`src/rtl/decoder_scan_sequencer_if.sv`:
```
// Handshake and select bundle between a scan controller and decoder_scan_sequencer.
// The master drives control and configuration, and the slave returns the decoder selects and status.
interface decoder_scan_sequencer_if #(
    parameter int DWELL_W = 8
);
    logic               start;
    logic               stop;
    logic               one_shot;
    logic [7:0]         chan_mask;
    logic [DWELL_W-1:0] dwell;
    logic               sel_a;
    logic               sel_b;
    logic               sel_c;
    logic               sel_en;
    logic               chan_strobe;
    logic               frame_done;
    logic               busy;

    modport master (
        output start, stop, one_shot, chan_mask, dwell,
        input  sel_a, sel_b, sel_c, sel_en, chan_strobe, frame_done, busy
    );

    modport slave (
        input  start, stop, one_shot, chan_mask, dwell,
        output sel_a, sel_b, sel_c, sel_en, chan_strobe, frame_done, busy
    );
endinterface

```
`src/rtl/decoder_scan_sequencer.sv`:
```
// Round-robin scanner for a 3-to-8 decoder. Each enabled channel is blanked after its select code changes,
// then driven for a programmable dwell time. All outputs come from registers.
module decoder_scan_sequencer #(
    parameter int DWELL_W   = 8,
    parameter int BLANK_CYC = 2
) (
    input  logic                      clk,
    input  logic                      rst_n,
    decoder_scan_sequencer_if.slave   bus
);
    typedef enum logic [1:0] {IDLE, BLANK, DRIVE} state_t;

    localparam int BW = (BLANK_CYC > 1) ? $clog2(BLANK_CYC) : 1;
    localparam logic [BW-1:0] BLANK_LAST = BW'((BLANK_CYC > 0) ? BLANK_CYC - 1 : 0);

    state_t             state, state_n;
    logic [2:0]         sel, sel_n, ch;
    logic               sel_en, sel_en_n;
    logic               chan_strobe, strobe_n;
    logic               frame_done, frame_n, late_frame;
    logic               busy, go;
    logic [DWELL_W-1:0] dcnt, dcnt_n, dwell_last;
    logic [BW-1:0]      bcnt, bcnt_n;
    logic [3:0]         pick_above, pick_low, after_n;

    // Returns {found, index} for the lowest set mask bit at or above 'from'.
    function automatic logic [3:0] first_set(input logic [7:0] m, input int from);
        logic [3:0] r;
        r = 4'b0;
        for (int i = 7; i >= 0; i--)
            if (i >= from && m[i]) r = {1'b1, 3'(i)};
        return r;
    endfunction

    always_comb begin
        state_n    = state;
        sel_n      = sel;
        sel_en_n   = 1'b0;
        strobe_n   = 1'b0;
        dcnt_n     = dcnt;
        bcnt_n     = bcnt;
        go         = 1'b0;
        ch         = sel;
        late_frame = 1'b0;
        dwell_last = (bus.dwell == '0) ? '0 : bus.dwell - DWELL_W'(1);
        pick_above = first_set(bus.chan_mask, int'(sel) + 1);
        pick_low   = first_set(bus.chan_mask, 0);

        if (bus.stop) begin
            state_n = IDLE;
        end else begin
            case (state)
                IDLE: begin
                    if (bus.start && pick_low[3]) begin
                        go = 1'b1;
                        ch = pick_low[2:0];
                    end
                end
                BLANK: begin
                    if (bcnt == '0) begin
                        state_n  = DRIVE;
                        sel_en_n = 1'b1;
                        strobe_n = 1'b1;
                        dcnt_n   = dwell_last;
                    end else begin
                        bcnt_n = bcnt - BW'(1);
                    end
                end
                DRIVE: begin
                    if (dcnt != '0) begin
                        sel_en_n = 1'b1;
                        dcnt_n   = dcnt - DWELL_W'(1);
                    end else if (pick_above[3]) begin
                        go = 1'b1;
                        ch = pick_above[2:0];
                    end else begin
                        // Covers a mask that changed during the final cycle, after frame_done would have been raised.
                        late_frame = !frame_done;
                        if (!bus.one_shot && pick_low[3]) begin
                            go = 1'b1;
                            ch = pick_low[2:0];
                        end else begin
                            state_n = IDLE;
                        end
                    end
                end
                default: state_n = IDLE;
            endcase
        end

        if (go) begin
            sel_n = ch;
            if (BLANK_CYC == 0) begin
                state_n  = DRIVE;
                sel_en_n = 1'b1;
                strobe_n = 1'b1;
                dcnt_n   = dwell_last;
            end else begin
                state_n = BLANK;
                bcnt_n  = BLANK_LAST;
            end
        end

        // Raise frame_done on the final drive cycle of the last channel so it coincides with that cycle.
        after_n = first_set(bus.chan_mask, int'(sel_n) + 1);
        frame_n = late_frame || (state_n == DRIVE && dcnt_n == '0 && !after_n[3]);
    end

    always_ff @(posedge clk or negedge rst_n) begin
        if (!rst_n) begin
            state       <= IDLE;
            sel         <= 3'b000;
            sel_en      <= 1'b0;
            chan_strobe <= 1'b0;
            frame_done  <= 1'b0;
            busy        <= 1'b0;
            dcnt        <= '0;
            bcnt        <= '0;
        end else begin
            state       <= state_n;
            sel         <= sel_n;
            sel_en      <= sel_en_n;
            chan_strobe <= strobe_n;
            frame_done  <= frame_n;
            busy        <= (state_n != IDLE);
            dcnt        <= dcnt_n;
            bcnt        <= bcnt_n;
        end
    end

    assign bus.sel_a       = sel[2];
    assign bus.sel_b       = sel[1];
    assign bus.sel_c       = sel[0];
    assign bus.sel_en      = sel_en;
    assign bus.chan_strobe = chan_strobe;
    assign bus.frame_done  = frame_done;
    assign bus.busy        = busy;
endmodule

```
`src/flat_wrapper.sv`:
```
// flat-port wrapper written by rule: the top's interface ports become plain ports
module decoder_scan_sequencer_flat 
#(
    parameter int DWELL_W   = 8,
    parameter int BLANK_CYC = 2
)
  (clk, rst_n, bus_start, bus_stop, bus_one_shot, bus_chan_mask, bus_dwell, bus_sel_a, bus_sel_b, bus_sel_c, bus_sel_en, bus_chan_strobe, bus_frame_done, bus_busy);
  decoder_scan_sequencer_if #(.DWELL_W(DWELL_W)) bus_i ();
  input  logic clk;
  input  logic rst_n;
  input wire logic [$bits(bus_i.start)-1:0] bus_start;
  input wire logic [$bits(bus_i.stop)-1:0] bus_stop;
  input wire logic [$bits(bus_i.one_shot)-1:0] bus_one_shot;
  input wire logic [$bits(bus_i.chan_mask)-1:0] bus_chan_mask;
  input wire logic [$bits(bus_i.dwell)-1:0] bus_dwell;
  output wire logic [$bits(bus_i.sel_a)-1:0] bus_sel_a;
  output wire logic [$bits(bus_i.sel_b)-1:0] bus_sel_b;
  output wire logic [$bits(bus_i.sel_c)-1:0] bus_sel_c;
  output wire logic [$bits(bus_i.sel_en)-1:0] bus_sel_en;
  output wire logic [$bits(bus_i.chan_strobe)-1:0] bus_chan_strobe;
  output wire logic [$bits(bus_i.frame_done)-1:0] bus_frame_done;
  output wire logic [$bits(bus_i.busy)-1:0] bus_busy;
  assign bus_i.start = bus_start;
  assign bus_i.stop = bus_stop;
  assign bus_i.one_shot = bus_one_shot;
  assign bus_i.chan_mask = bus_chan_mask;
  assign bus_i.dwell = bus_dwell;
  assign bus_sel_a = bus_i.sel_a;
  assign bus_sel_b = bus_i.sel_b;
  assign bus_sel_c = bus_i.sel_c;
  assign bus_sel_en = bus_i.sel_en;
  assign bus_chan_strobe = bus_i.chan_strobe;
  assign bus_frame_done = bus_i.frame_done;
  assign bus_busy = bus_i.busy;
  decoder_scan_sequencer #(.DWELL_W(DWELL_W), .BLANK_CYC(BLANK_CYC)) u_core (.clk(clk), .rst_n(rst_n), .bus(bus_i));
endmodule
```
`config.mk`:
```
export PLATFORM = sky130hd
export DESIGN_NAME = decoder_scan_sequencer_flat
export DESIGN_NICKNAME = d
export VERILOG_FILES = /design/src/rtl/decoder_scan_sequencer_if.sv /design/src/rtl/decoder_scan_sequencer.sv /design/src/flat_wrapper.sv
export SDC_FILE = /design/constraint.sdc
export NUM_CORES = 1
export LEC_CHECK = 0
export CORE_MARGIN = 2
export CORE_UTILIZATION = 59
export CTS_CLUSTER_DIAMETER = 120
export DETAILED_ROUTE_END_ITERATION = 7
export PLACE_DENSITY = 0.86
export SLEW_MARGIN = 20
export SYNTH_ARGS = -nofsm -noshare
export SYNTH_HDL_FRONTEND = slang
export SYNTH_SLANG_ARGS = --single-unit
```
`constraint.sdc`:
```
create_clock -name clk -period 7.3 [get_ports clk]
set_input_delay 1.825 -clock clk [delete_from_list [all_inputs] [get_ports clk]]
set_output_delay 1.825 -clock clk [all_outputs]
set_load 0.1 [all_outputs]
```
* Word level (Yosys, flattened, before mapping) *
Cells that the tools add are included.

operators by class
  $add $sub $neg = 5
  magnitude comparators = 16
  equal/unequal tests = 4
  mux-type cells = 63
  reductions and logical operators = 31

operators by type and width
  operator             number
  $ge 4x32->1 const A  8
  $ge 3x32->1 const A  4
  $mux 4               24
  $ge 1x32->1 const A  2
  $ge 2x32->1 const A  2
  $mux 8               4
  $logic_and 1x1->1    20
  $mux 1               18
  $mux 3               6
  $logic_not 8->1      2
  $pmux 8 s2           1
  $sub 8x1->8 const B  2
  $mux 2               6
  $add 3x1->4 const B  2
  $reduce_bool 8->1    1
  $pmux 2 s3           1
  $pmux 3 s2           1
  $eq 2x2->1 const B   2
  $pmux 1 s2           2
  $reduce_bool 2->1    2
  $logic_not 1->1      3
  $eq 2x1->1 const B   1
  $logic_not 2->1      1
  $ne 2x1->1 const B   1
  other kinds (3)      3

storage, ports and cells
  bits in registers = 18
  bits of input ports = 21
  word-level logic and storage cells = 127

* Depth between registers and ports, before layout *
  depth in word-level cells = 30
  gate-level depth with buffers = 18
  depth with buffers taken out = 18

* Worst setup path after synthesis *
No wires, ideal clock.

  path kind = input port to flip-flop
  start = input bus_chan_mask[4]
  end = register u_core.frame_done, in the netlist u_core.bus.frame_done
  arrival time = 5.295 ns
  setup slack = 1.939 ns
  stages on the path = 14
  buffers on the path = 3
  path through = or4_1 -> clkbuf_1 -> o211a_1 -> o41a_1 -> buf_6 -> and3_1 -> a311o_1 -> ha_1 -> clkbuf_1 -> or4b_2 -> nand4_1 -> nand2_1 -> o2bb2ai_1 -> a31o_1

on the way
  longest elaborated chain between the ends = 26
  elaborated cells on any way between the ends = 66
  classes of those cells = 1 x add/sub; 8 x order compare; 1 x eq/ne; 41 x mux; 15 x reduce/logical

RTL lines
  item                                             line                           text
  start: declaration                               flat_wrapper.sv:14             input wire logic [$bits(bus_i.chan_mask)-1:0] bus_chan_mask;
  $mux 4 (5 in series)                             decoder_scan_sequencer.sv:31   if (i >= from && m[i]) r = {1'b1, 3'(i)};
  $logic_and 1x1->1                                decoder_scan_sequencer.sv:79   if (!bus.one_shot && pick_low[3]) begin
  $mux 3 / $mux 1 (equally long branches)          decoder_scan_sequencer.sv:79
  $mux 3 / $mux 1 (equally long branches)          decoder_scan_sequencer.sv:73   end else if (pick_above[3]) begin
  $mux 3 / $mux 1 (equally long branches)          decoder_scan_sequencer.sv:70   if (dcnt != '0) begin
  $pmux 3 s2 / $pmux 1 s2 (equally long branches)  decoder_scan_sequencer.sv:52   case (state)
  $mux 3 / $mux 1 (equally long branches)          decoder_scan_sequencer.sv:49   if (bus.stop) begin
  $mux 3 *                                         decoder_scan_sequencer.sv:91   if (go) begin
  named net u_core.sel_n[0]                        decoder_scan_sequencer.sv:17   logic [2:0] sel, sel_n, ch;
  (+1 left out)                                    n/a
  $ge 4x32->1                                      decoder_scan_sequencer.sv:31
  $logic_and 1x1->1                                decoder_scan_sequencer.sv:31
  $mux 4 (7 in series)                             decoder_scan_sequencer.sv:31
  $mux 4 *                                         decoder_scan_sequencer.sv:31
  $logic_not 1->1 *                                decoder_scan_sequencer.sv:106  frame_n = late_frame || (state_n == DRIVE && dcnt_n == '0 && !after_n[3]);
  $logic_and 1x1->1 *                              decoder_scan_sequencer.sv:106
  $logic_or 1x1->1 *                               decoder_scan_sequencer.sv:106
  named net u_core.frame_n                         decoder_scan_sequencer.sv:20   logic frame_done, frame_n, late_frame;
  end signal: assignment                           decoder_scan_sequencer.sv:124  frame_done <= frame_n;
  end: declaration                                 decoder_scan_sequencer.sv:20

The timed path passes the listed nets; every way through them passes the cells marked *.
A chain may end at the register's enable or synchronous reset.

* Worst setup path after layout *
  start = input bus_chan_mask[7]
  end = register u_core.frame_done, in the netlist u_core.bus.frame_done

on the way
  longest elaborated chain between the ends = 29
  elaborated cells on any way between the ends = 72
  classes of those cells = 1 x add/sub; 8 x order compare; 1 x eq/ne; 47 x mux; 15 x reduce/logical

RTL lines
  item                                             line
  $mux 4 (8 in series)                             decoder_scan_sequencer.sv:31
  $logic_and 1x1->1                                decoder_scan_sequencer.sv:79
  $mux 3 / $mux 1 (equally long branches)          decoder_scan_sequencer.sv:79
  $mux 3 / $mux 1 (equally long branches)          decoder_scan_sequencer.sv:73
  $mux 3 / $mux 1 (equally long branches)          decoder_scan_sequencer.sv:70
  $pmux 3 s2 / $pmux 1 s2 (equally long branches)  decoder_scan_sequencer.sv:52
  $mux 3 / $mux 1 (equally long branches)          decoder_scan_sequencer.sv:49
  $mux 3 *                                         decoder_scan_sequencer.sv:91
  named net u_core.sel_n[0]                        decoder_scan_sequencer.sv:17
  (+1 left out)                                    n/a
  $ge 4x32->1                                      decoder_scan_sequencer.sv:31
  $logic_and 1x1->1                                decoder_scan_sequencer.sv:31
  $mux 4 (7 in series)                             decoder_scan_sequencer.sv:31
  $mux 4 *                                         decoder_scan_sequencer.sv:31
  $logic_not 1->1 *                                decoder_scan_sequencer.sv:106
  $logic_and 1x1->1 *                              decoder_scan_sequencer.sv:106
  $logic_or 1x1->1 *                               decoder_scan_sequencer.sv:106
  named net u_core.frame_n                         decoder_scan_sequencer.sv:20

Marks and branches as above.

==> summary.txt <==
Power and ir drop
  • Power Density: ~320 nW/um^2
  • Leakage Power: just over 0.9 nW
  • Peak VDD IR: between 0.00015 and 0.0002 V

Route
  • WL per Instance: ~16 um
  • Vias: ~1800
  • Routed Antenna Nets: 0
  • Initial drt markers: around 180
  • Routed Wire Length: 4.544 mm
  • DRC Markers: 0
  • Vias/cell: 6.285
  • Drt first pass iters: 4

Clock tree
  • H-tree depth: 1
  • Setup bufs post-CTS: 0
  • Post-cts hold buffer count: 0
  • Clock transition at path regs: around 0.11 ns
  • Max clock buf depth: 2
  • Clock root cell: clkbuf_4
  • Num CTS Buffers: 3
  • Sink Count: 18
  • Cts repair resizes: 0
  • Clk_lat worst skew: between 0.2 and 0.3 ns
  • CTS tree: done

Floorplan
  • Die X: 59.70 um
  • Die area: between 3000 and 4000 um^2
  • Starting Density: between 60 and 70%
  • Core area: between 3000 and 4000 um^2
  • Top-Level Pins: 28
  • Die height: ~60 um
  • FP Rows: 20

Yosys
  • Top cell type's share of synthesized area: between 20 and 25%
  • Main combinational cell family by area after synthesis: compound AO/OA/AOI/OAI gates
  • Post-synthesis xor/xnor area fraction: roughly 2.9%
  • Register area share after synthesis: between 20% and 30%
  • Top cells by count, synth: inv_1, nor2_1, a21oi_1, dfrtp_1, nand2_1
  • Post-synthesis mux area share: around 2.2%
  • Synth warn: 0
  • Post-synthesis compound-gate area fraction: 26.86%
  • Top post-synthesis cells by area: dfrtp_1, ha_1, a21oi_1
  • Post-Synth Adder-Cell Area: around a tenth
  • Syn Area/Cell: 7.823 um^2
  • Netlist cell types: 59
  • Count leader, synth: inv_1
  • Main synth FF type: dfrtp_1
  • Mapped Cells: around 230
  • Post-synth EDFFs: 0
  • Simple-gate share of the synthesized area: a little over a quarter
  • Synthesized flop and latch total: 18
  • Post-synth ARST share: 100.0%
  • Mapped Nets: 270
  • Mapped cell area: roughly 1800 um^2
  • Post-synth top area cell: dfrtp_1

STA
  • Number of setup violations in the final report: 0
  • Slew margin rel.: between 30 and 40%
  • Fmax achieved: between 150 and 200 MHz
  • WHS: 0.5449 ns
  • Worst-Margin Slew: 0.9774 ns
  • Max Slew Vio Count: 0
  • Final Hold Viols: 0
  • Final worst path period share: roughly four fifths
  • Final setup TNS: 0 ns
  • Minimum clock period: 5.890 ns
  • RSZ-0062 raised after global routing: false
  • Final Worst Setup Slack: 1.410 ns
  • Clock Skew: 0.003910 ns

Worst setup path
  • CP Max Fanout: 14
  • Crit start category: input port
  • Critical Path RT: ~7.5 ns
  • R2R depth: 14
  • Worst path arrival time: roughly 6.1 ns
  • WS Path Type: input port to flop
  • Critical Path End Type: flop

Global routing
  • Overflow left after global routing: 0
  • Vias in the first global route: between 1500 and 2000
  • Met1 Use GR: about 36%
  • Tot GR Track Use: roughly 28%
  • Pin count of the biggest net entering global routing: 19
  • Grt met2 use: between 40% and 50%
  • GRT busiest layer: met2
  • Initial antenna violation count: 0
  • First-pass GRT wire length: around 7.6 mm
  • M3 GR Usage: approximately 3.7%

Outcome
  • Status: completed

Layout
  • Layout cells sized above 1: under 10%
  • Nets@finish: 295
  • Reg area: between 400 and 500 um^2
  • Layout filler cell count: between 200 and 300
  • Fin area: between 2000 and 2500 um^2
  • Number of diodes: 0
  • Area Overhead vs Synth: 16.88%
  • Multi-input gate area: around 1300 um^2

Placed design
  • Dpl cell area: around 2100 um^2
  • Dpl hpwl: ~3.6 mm
  • Placer Congestion: between 0.9 and 1
  • Port bufs: 27
  • Pre-CTS WS: around 1.2 ns

Hold path
  • WHS Path Cells: 1
  • Worst min path class: flop to flop

Run
  • Max cap viols: 0
==> cell usage in the layout, fill, tap and decap left out, types with 5 or more instances in the layout <==
cell type and instances:
a21oi_1 18, clkdlybuf4s50_1 27, nor2_1 20, ha_1 15
nor3_1 8, nand2b_1 9, nand2_1 18, inv_1 23
o21ai_0 15, dfrtp_1 18, nand3_1 5
==> logic make-up (layout without fill, tap and decap cells) <==
group | count (synthesis) | after routing
fa+ha+maj | 15 | 15
compound gates | 71 | 71
buf+inv | 30 | 54
mux | 4 | 4
flops | 18 | 18
simple gates | 90 | 90
xor+xnor | 6 | 6
==> through the flow <==
step | util, % | power, W | cells
floorplan | - | 0.0005103 | 234
global placement | 70.04 | 0.0006130 | 287
detailed placement | 70.04 | 0.0006203 | 287
CTS | 71.25 | 0.0006849 | 291
global route | 71.25 | 0.0007457 | 291
finish | 71.25 | 0.0006915 | 291
==> flip-flops by register name, summed over array words and instances (netlist names) <==
| signal | count |
|---|---|
| u_core.bus.sel_en | 1 |
| u_core.dcnt | 8 |
| u_core.bus.chan_strobe | 1 |
| u_core.bus.busy | 1 |
| u_core.bus.frame_done | 1 |
| u_core.sel | 3 |
| u_core.state | 2 |
| u_core.bcnt | 1 |
==> layer usage <==
metal	vias to the layer above	routed length [um]
li1	910	-
met5	-	0
met1	838	1998
met2	61	2224
met4	0	127
met3	20	194
==> where the power goes <==
part / internal [W] / leakage (nW) / switching [W]
registers: 0.000133 / 0.242 / 0.0000485
logic: 0.000163 / 0.644 / 0.000285
clock network: 0.0000304 / 0.0210 / 0.0000316
total: 0.000326 / 0.907 / 0.000365
==> path summary, 6_finish.rpt <==
kind / to / from / slack, ns
hold reg to reg: u_core.bus.chan_strobe / u_core.bcnt / 0.54
min in group asynchronous: u_core.dcnt[5] / rst_n / 1.99
hold / removal: u_core.bus.chan_strobe / u_core.bcnt / 0.54
setup / recovery: u_core.bus.frame_done / bus_chan_mask[7] / 1.41
setup reg to reg: u_core.bus.frame_done / u_core.sel[1] / 2.49
max in group asynchronous: u_core.dcnt[7] / rst_n / 4.81
==> layout make-up <==
type / count / share of cell area, %
clock buffers: 4 / 1.696
flip-flops and latches: 18 / 21.05
multi-input cells: 186 / 58.65
well taps: 33 / 1.930
inverters: 23 / 4.035
repair buffers: 27 / 12.63
==> worst max-delay path, stage by stage <==
cell	delay [ns]
clkdlybuf4s50_1	0.49
o311ai_0	0.76
nand3_1	0.26
o41a_1	0.65
and3_1	0.25
a311o_1	0.39
ha_1	0.34
or4b_2	0.69
nand4_1	0.11
nand2_1	0.07
o2bb2ai_1	0.14
a31o_1	0.15
No activity file was read; power rests on OpenSTA's default activity.
==> patch 1: new RTL, same settings <==
`BLANK_CYC` is set to 2 in 2 places; all go to 4.
--- a/src/rtl/decoder_scan_sequencer.sv
+++ b/src/rtl/decoder_scan_sequencer.sv
@@ -4,3 +4,3 @@
     parameter int DWELL_W   = 8,
-    parameter int BLANK_CYC = 2
+    parameter int BLANK_CYC = 4
 ) (
--- a/src/flat_wrapper.sv
+++ b/src/flat_wrapper.sv
@@ -4,3 +4,3 @@
     parameter int DWELL_W   = 8,
-    parameter int BLANK_CYC = 2
+    parameter int BLANK_CYC = 4
 )
Function: changed (Yosys sat finds a counterexample within 4 cycles, from zero or initial values and one cycle with rst_n low).
==> patch 1 against the unedited design <==
Worst setup slack gained 1.0 ns; sequential cell count grew 1; synthesized cell count grew 1.7%; largest cell class unchanged; highest routed layer unchanged; clock skew shrank 0.0025 ns; count of clock-buffer cells in the layout shrank 1; synthesized area grew 5.4%; routed wire length grew 10%; final cell count grew 6.5%; cell area grew 6.2%; die area grew 5.0%.
Power is not compared: it rests on default switching activity, and its combinational part moved more than twofold at a synthesized area within 25%.
==> patch 1: results (changes against the unedited design) <==
| Metric | Value |
|---|---|
| Pre-antenna DRT Iters | `5 (was 4)` |
| Longest Clk Path Bufs | `2 (unchanged)` |
| Setup Buffers After CTS | `0 (unchanged)` |
| First-pass GRT wire length | `8020 um (was 7570 um)` |
| Async set or reset register ratio after synthesis | `100% (unchanged)` |
| Grt ovf | `0 (unchanged)` |
| Worst-path maximum fanout | `8 (was 14)` |
| Worst vdd ir | `141 uV` |
| Nets | `304 (was 295)` |
| # diodes | `0 (unchanged)` |
| Routed wire length | `5000 um (was 4540 um)` |
| CTS root buffer | `clkbuf_4 (unchanged)` |
| Worst slack, placed | `2.18 ns (was 1.20 ns)` |
| Vias in the first global route | `1701 (was 1673)` |
| Initial antenna violation count | `0 (unchanged)` |
| H-tree depth | `1 (unchanged)` |
| Initial drt markers | `201 (was 179)` |
| Final hold vios | `0 (unchanged)` |
| Distinct cell type count after synthesis | `56 (was 59)` |
| Switching Share | `46.9%` |
| DPL Wire Length | `3900 um (was 3600 um)` |
| Fraction of layout cells with a size suffix above 1 | `9.40% (was 7.36%)` |
| Total CTS buffers | `3 (unchanged)` |
| Leakage | `0.959 nW` |
| Resized cells post-CTS | `0 (unchanged)` |
| Clk_lat worst skew | `0.32 ns (was 0.29 ns)` |
| Global placer's final weighted congestion | `0.975 (was 0.951)` |
| PortBufs | `27 (unchanged)` |
| Via-to-Cell Ratio | `6.31 (was 6.29)` |
| Net count after synthesis | `275 (was 270)` |
| Largest net degree at the start of global routing | `20 (was 19)` |
| Clk pin slew, worst setup/hold paths | `0.12 ns` |
| Worst clock skew | `0.00137 ns (was 0.00391 ns)` |
| Top Registers | `u_core.dcnt x8, u_core.sel x3 (was u_core.dcnt x8, u_core.sel x3, u_core.state x2)` |
| Seq/Total Area, Yosys | `24.6% (about the same)` |
| Synth warnings | `0 (unchanged)` |
| Worst rel slew slack | `35.1% (was 34.6%)` |
| Total track usage | `29.1% (was 27.6%)` |
| Cell count after synthesis | `238 (was 234)` |
| Placed Cells incl. Taps | `306 (was 287)` |
| Type of the worst min-delay path | `reg -> reg (unchanged)` |
| Status | `finished clean (unchanged)` |
| Post-synth top cells | `23 x inv_1, 21 x nor2_1, 19 x dfrtp_1, 19 x nand2_1, 18 x a21oi_1 (was 23 x inv_1, 20 x nor2_1, 18 x a21oi_1, 18 x dfrtp_1, 18 x nand2_1)` |
| Synth top area cells | `dfrtp_1 25%, ha_1 10%, a21oi_1 4.7%, inv_1 4.5%, nor2_1 4.1% (was dfrtp_1 25%, ha_1 10%, a21oi_1 4.9%, inv_1 4.7%, nor2_1 4.1%)` |
| Vias | `1957 (was 1829)` |
| Final Critical Period | `4.86 ns (was 5.89 ns)` |
==> patch 1: changes by cell type in the layout (fill, tap and decap cells not counted), moves of 4 or more <==
cell      before  now
o21ai_0       15   10
nor4_2         0    5
o221ai_1       3    7
o31ai_1        0    4
==> patch 1: stage by stage <==
step / hold slack (ns) / area [sq um]
global route: 0.527 / 2270
floorplan: 0.440 / 1930
global placement: 0.455 / 2240
detailed placement: 0.466 / 2240
finish: 0.479 / 2270
CTS: 0.483 / 2270
==> patch 1: layout make-up <==
cell class              count  area [sq um]
clock buffers               3          22.5
clock inverters             1          7.51
fillers                   243           806
inverters                  23          86.3
multi-input cells         193          1360
flip-flops and latches     19           475
well taps                  44          55.1
repair buffers             27           270
==> patch 1: worst max-delay path, cell delays in order <==
cell,delay (ns)
clkdlybuf4s50_1,0.54
nor4_2,0.56
a21o_2,0.26
nand2_1,0.08
o31a_4,0.33
nand3_1,0.11
o21ai_1,0.11
a21boi_0,0.16
inv_1,0.14
ha_1,0.19
inv_1,0.07
o21ai_0,0.15
a221oi_1,0.07
a211o_1,0.28
a41o_1,0.20
==> patch 1: final timing paths <==
kind	from	depth (start not counted)	end	slack, ns
setup / recovery	bus_chan_mask[4]	15	u_core.bus.frame_done	2.44
hold reg to reg	u_core.bcnt[0]	1	u_core.bcnt[0]	0.48
min in group asynchronous	rst_n	1	u_core.dcnt[0]	1.97
hold / removal	u_core.bcnt[0]	1	u_core.bcnt[0]	0.48
max in group asynchronous	rst_n	1	u_core.bus.frame_done	4.81
setup reg to reg	u_core.sel[1]	15	u_core.bus.frame_done	3.60
==> patch 1: layer usage <==
layer | part of all wire [%] | vias to the layer above | global-route usage, %
li1 | - | 939 | -
met1 | 47 | 902 | 45.6
met2 | 42 | 108 | 40.1
met3 | 10 | 8 | 5.67
met4 | 1.1 | 0 | 8.39
met5 | 0 | - | 0
==> patch 1: kinds of logic after synthesis <==
group | count (synthesis) | synth area share [%]
adders and majority gates | 16 | 10.4
xor gates and xnor gates | 7 | 3.18
muxes | 2 | 1.04
AOI/OAI and AO/OA | 77 | 28.7
DFF | 19 | 24.6
and+or+nand+nor | 91 | 27.0
buffers and inverters | 26 | 5.12
==> patch 1: power groups by stage <==
stage	Sequential, mW	Clock, mW	Combinational (mW)
after global routing	0.133	0.0649	0.221
after global placement	0.133	0	0.198
after floorplan	0.163	0	0.112
after detailed placement	0.133	0	0.199
after CTS	0.131	0.0600	0.200
final	0.131	0.0588	0.203
==> patch 2: new RTL, config.mk and constraints unchanged <==
Without the edit above. Encoding of `state_t`: now one-hot (3 bits for 3 states).
--- a/src/rtl/decoder_scan_sequencer.sv
+++ b/src/rtl/decoder_scan_sequencer.sv
@@ -10,3 +10,3 @@
 );
-    typedef enum logic [1:0] {IDLE, BLANK, DRIVE} state_t;
+    typedef enum logic [2:0] {IDLE = 3'b001, BLANK = 3'b010, DRIVE = 3'b100} state_t;
 
Function: no difference found for any inputs over 10 cycles, from zero or initial values and one cycle with rst_n low; not proved beyond that.
==> patch 2 against the unedited design <==
Register-to-register slack improved by 0.91 ns; worst setup slack gained 0.74 ns; routed wire length is 5.7% higher; first-iteration DRC count rose by 8.4%; fmax increased by 14%; cell area up 0.58%; power is 19% lower; synthesized area is 0.27% lower; sequential cell count is 1 higher; sequential share of layout area is 1.1 points higher; critical endpoint unchanged.
==> patch 2: results (changes against the unedited design) <==
| Metric | Value |
|---|---|
| Status | `finished clean (unchanged)` |
| Initial drt markers | `194 (was 179)` |
| DPL Wire Length | `3770 um (was 3600 um)` |
| Reg2reg path depth | `12 (was 14)` |
| Total track usage | `29.9% (was 27.6%)` |
| Top Registers | `u_core.dcnt x8, u_core.sel x3, u_core.state x3 (was u_core.dcnt x8, u_core.sel x3, u_core.state x2)` |
| Post-Place Cell Area | `2130 sq um (was 2100 sq um)` |
| Largest net degree at the start of global routing | `20 (was 19)` |
| Total CTS buffers | `3 (unchanged)` |
| Worst setup endpoint | `u_core.bus.frame_done (unchanged)` |
| Critical Path Max Stage Delay | `0.65 ns (was 0.76 ns)` |
| Worst-path maximum fanout | `10 (was 14)` |
| Net switching power | `295 uW (was 365 uW)` |
| Net count after synthesis | `250 (was 270)` |
| Routed length per instance | `17.1 um (was 15.6 um)` |
| Worst vdd ir | `149 uV (was 165 uV)` |
| FMAX | `194 MHz (was 170 MHz)` |
| Worst slack, placed | `1.87 ns (was 1.20 ns)` |
| Worst path slowest cell | `o41ai_4 (was o311ai_0)` |
| Fraction of layout cells with a size suffix above 1 | `8.47% (was 7.36%)` |
| Async set or reset register ratio after synthesis | `100% (unchanged)` |
| CP delay by family, top | `compound AO/OA/AOI/OAI gates (unchanged)` |
| Global placer's final weighted congestion | `0.977 (was 0.951)` |
| Type of the worst min-delay path | `reg -> reg (unchanged)` |
| Worst clock skew | `0.000635 ns (was 0.00391 ns)` |
| Reg2Reg Setup Slack | `3.40 ns (was 2.49 ns)` |
| Slew @ Worst Pin | `0.976 ns (was 0.977 ns)` |
| Post-synth top cells | `21 x nand2_1, 20 x inv_1, 18 x dfrtp_1, 18 x nor2_1, 16 x a21oi_1 (was 23 x inv_1, 20 x nor2_1, 18 x a21oi_1, 18 x dfrtp_1, 18 x nand2_1)` |
| Setup crit start | `bus_chan_mask[4] (was bus_chan_mask[7])` |
| Seq/Total Area, Yosys | `26.1% (was 24.6%)` |
| Clk_lat worst skew | `0.30 ns` |
| Nets | `281 (was 295)` |
| Leakage | `0.871 nW (was 0.907 nW)` |
| First-pass GRT wire length | `8010 um (was 7570 um)` |
| WP data arrival | `5.37 ns (was 6.13 ns)` |
| Distinct cell type count after synthesis | `63 (was 59)` |
| Synth top area cells | `dfrtp_1 25%, ha_1 7.5%, a21oi_1 4.4%, nand2_1 4.3%, inv_1 4.1% (was dfrtp_1 25%, ha_1 10%, a21oi_1 4.9%, inv_1 4.7%, nor2_1 4.1%)` |
| Vias | `1842 (was 1829)` |
## patch 2: power by group through the flow
stage | Combinational, mW | Clock (mW) | Sequential (mW)
after floorplan | 0.199 | 0 | 0.213
after global placement | 0.344 | 0 | 0.157
after detailed placement | 0.349 | 0 | 0.158
after CTS | 0.350 | 0.0532 | 0.156
after global routing | 0.383 | 0.0592 | 0.161
final | 0.351 | 0.0531 | 0.157
## patch 2: worst min path at each step
stage / startpoint / to / slack [ns] / cells past startpoint
2_1_floorplan: u_core.bcnt / u_core.bcnt / 0.48 / 2
3_5_place_dp: u_core.bcnt / u_core.bcnt / 0.52 / 2
5_1_grt: u_core.bcnt / u_core.bcnt / 0.60 / 2
6_report: u_core.bcnt / u_core.bcnt / 0.56 / 2
4_1_cts: u_core.bcnt / u_core.bcnt / 0.55 / 2
3_3_place_gp: u_core.bcnt / u_core.bcnt / 0.52 / 2
## patch 2: cell type report
class	count	area, sq um
multi-input combinational	178	1260
fill	249	851
sequential	19	477
timing repair buffer	27	270
inverter	20	75.1
tap	33	41.3
clock buffer	4	26.3
## patch 2: cell families after synthesis
logic type	synth area share, %
buffers and inverters	4.73
DFF	26.1
xor gates and xnor gates	3.36
adders and majority gates	7.54
AOI/OAI and AO/OA	29.3
and+or+nand+nor	27.3
muxes	1.65
## patch 2: metrics by stage
| step | total power, mW | std cells |
|---|---|---|
| floorplan | 0.412 | 218 |
| global placement | 0.501 | 277 |
| detailed placement | 0.507 | 277 |
| CTS | 0.559 | 281 |
| global route | 0.602 | 281 |
| finish | 0.561 | 281 |
## patch 2: metal layers
layer / wire length (um) / up-vias / global-route usage [%]
met5: 0 / - / 0
met4: 177 / 0 / 14.6
met3: 219 / 18 / 1.97
met2: 2420 / 79 / 52.4
met1: 1980 / 863 / 36.8
li1: - / 882 / -
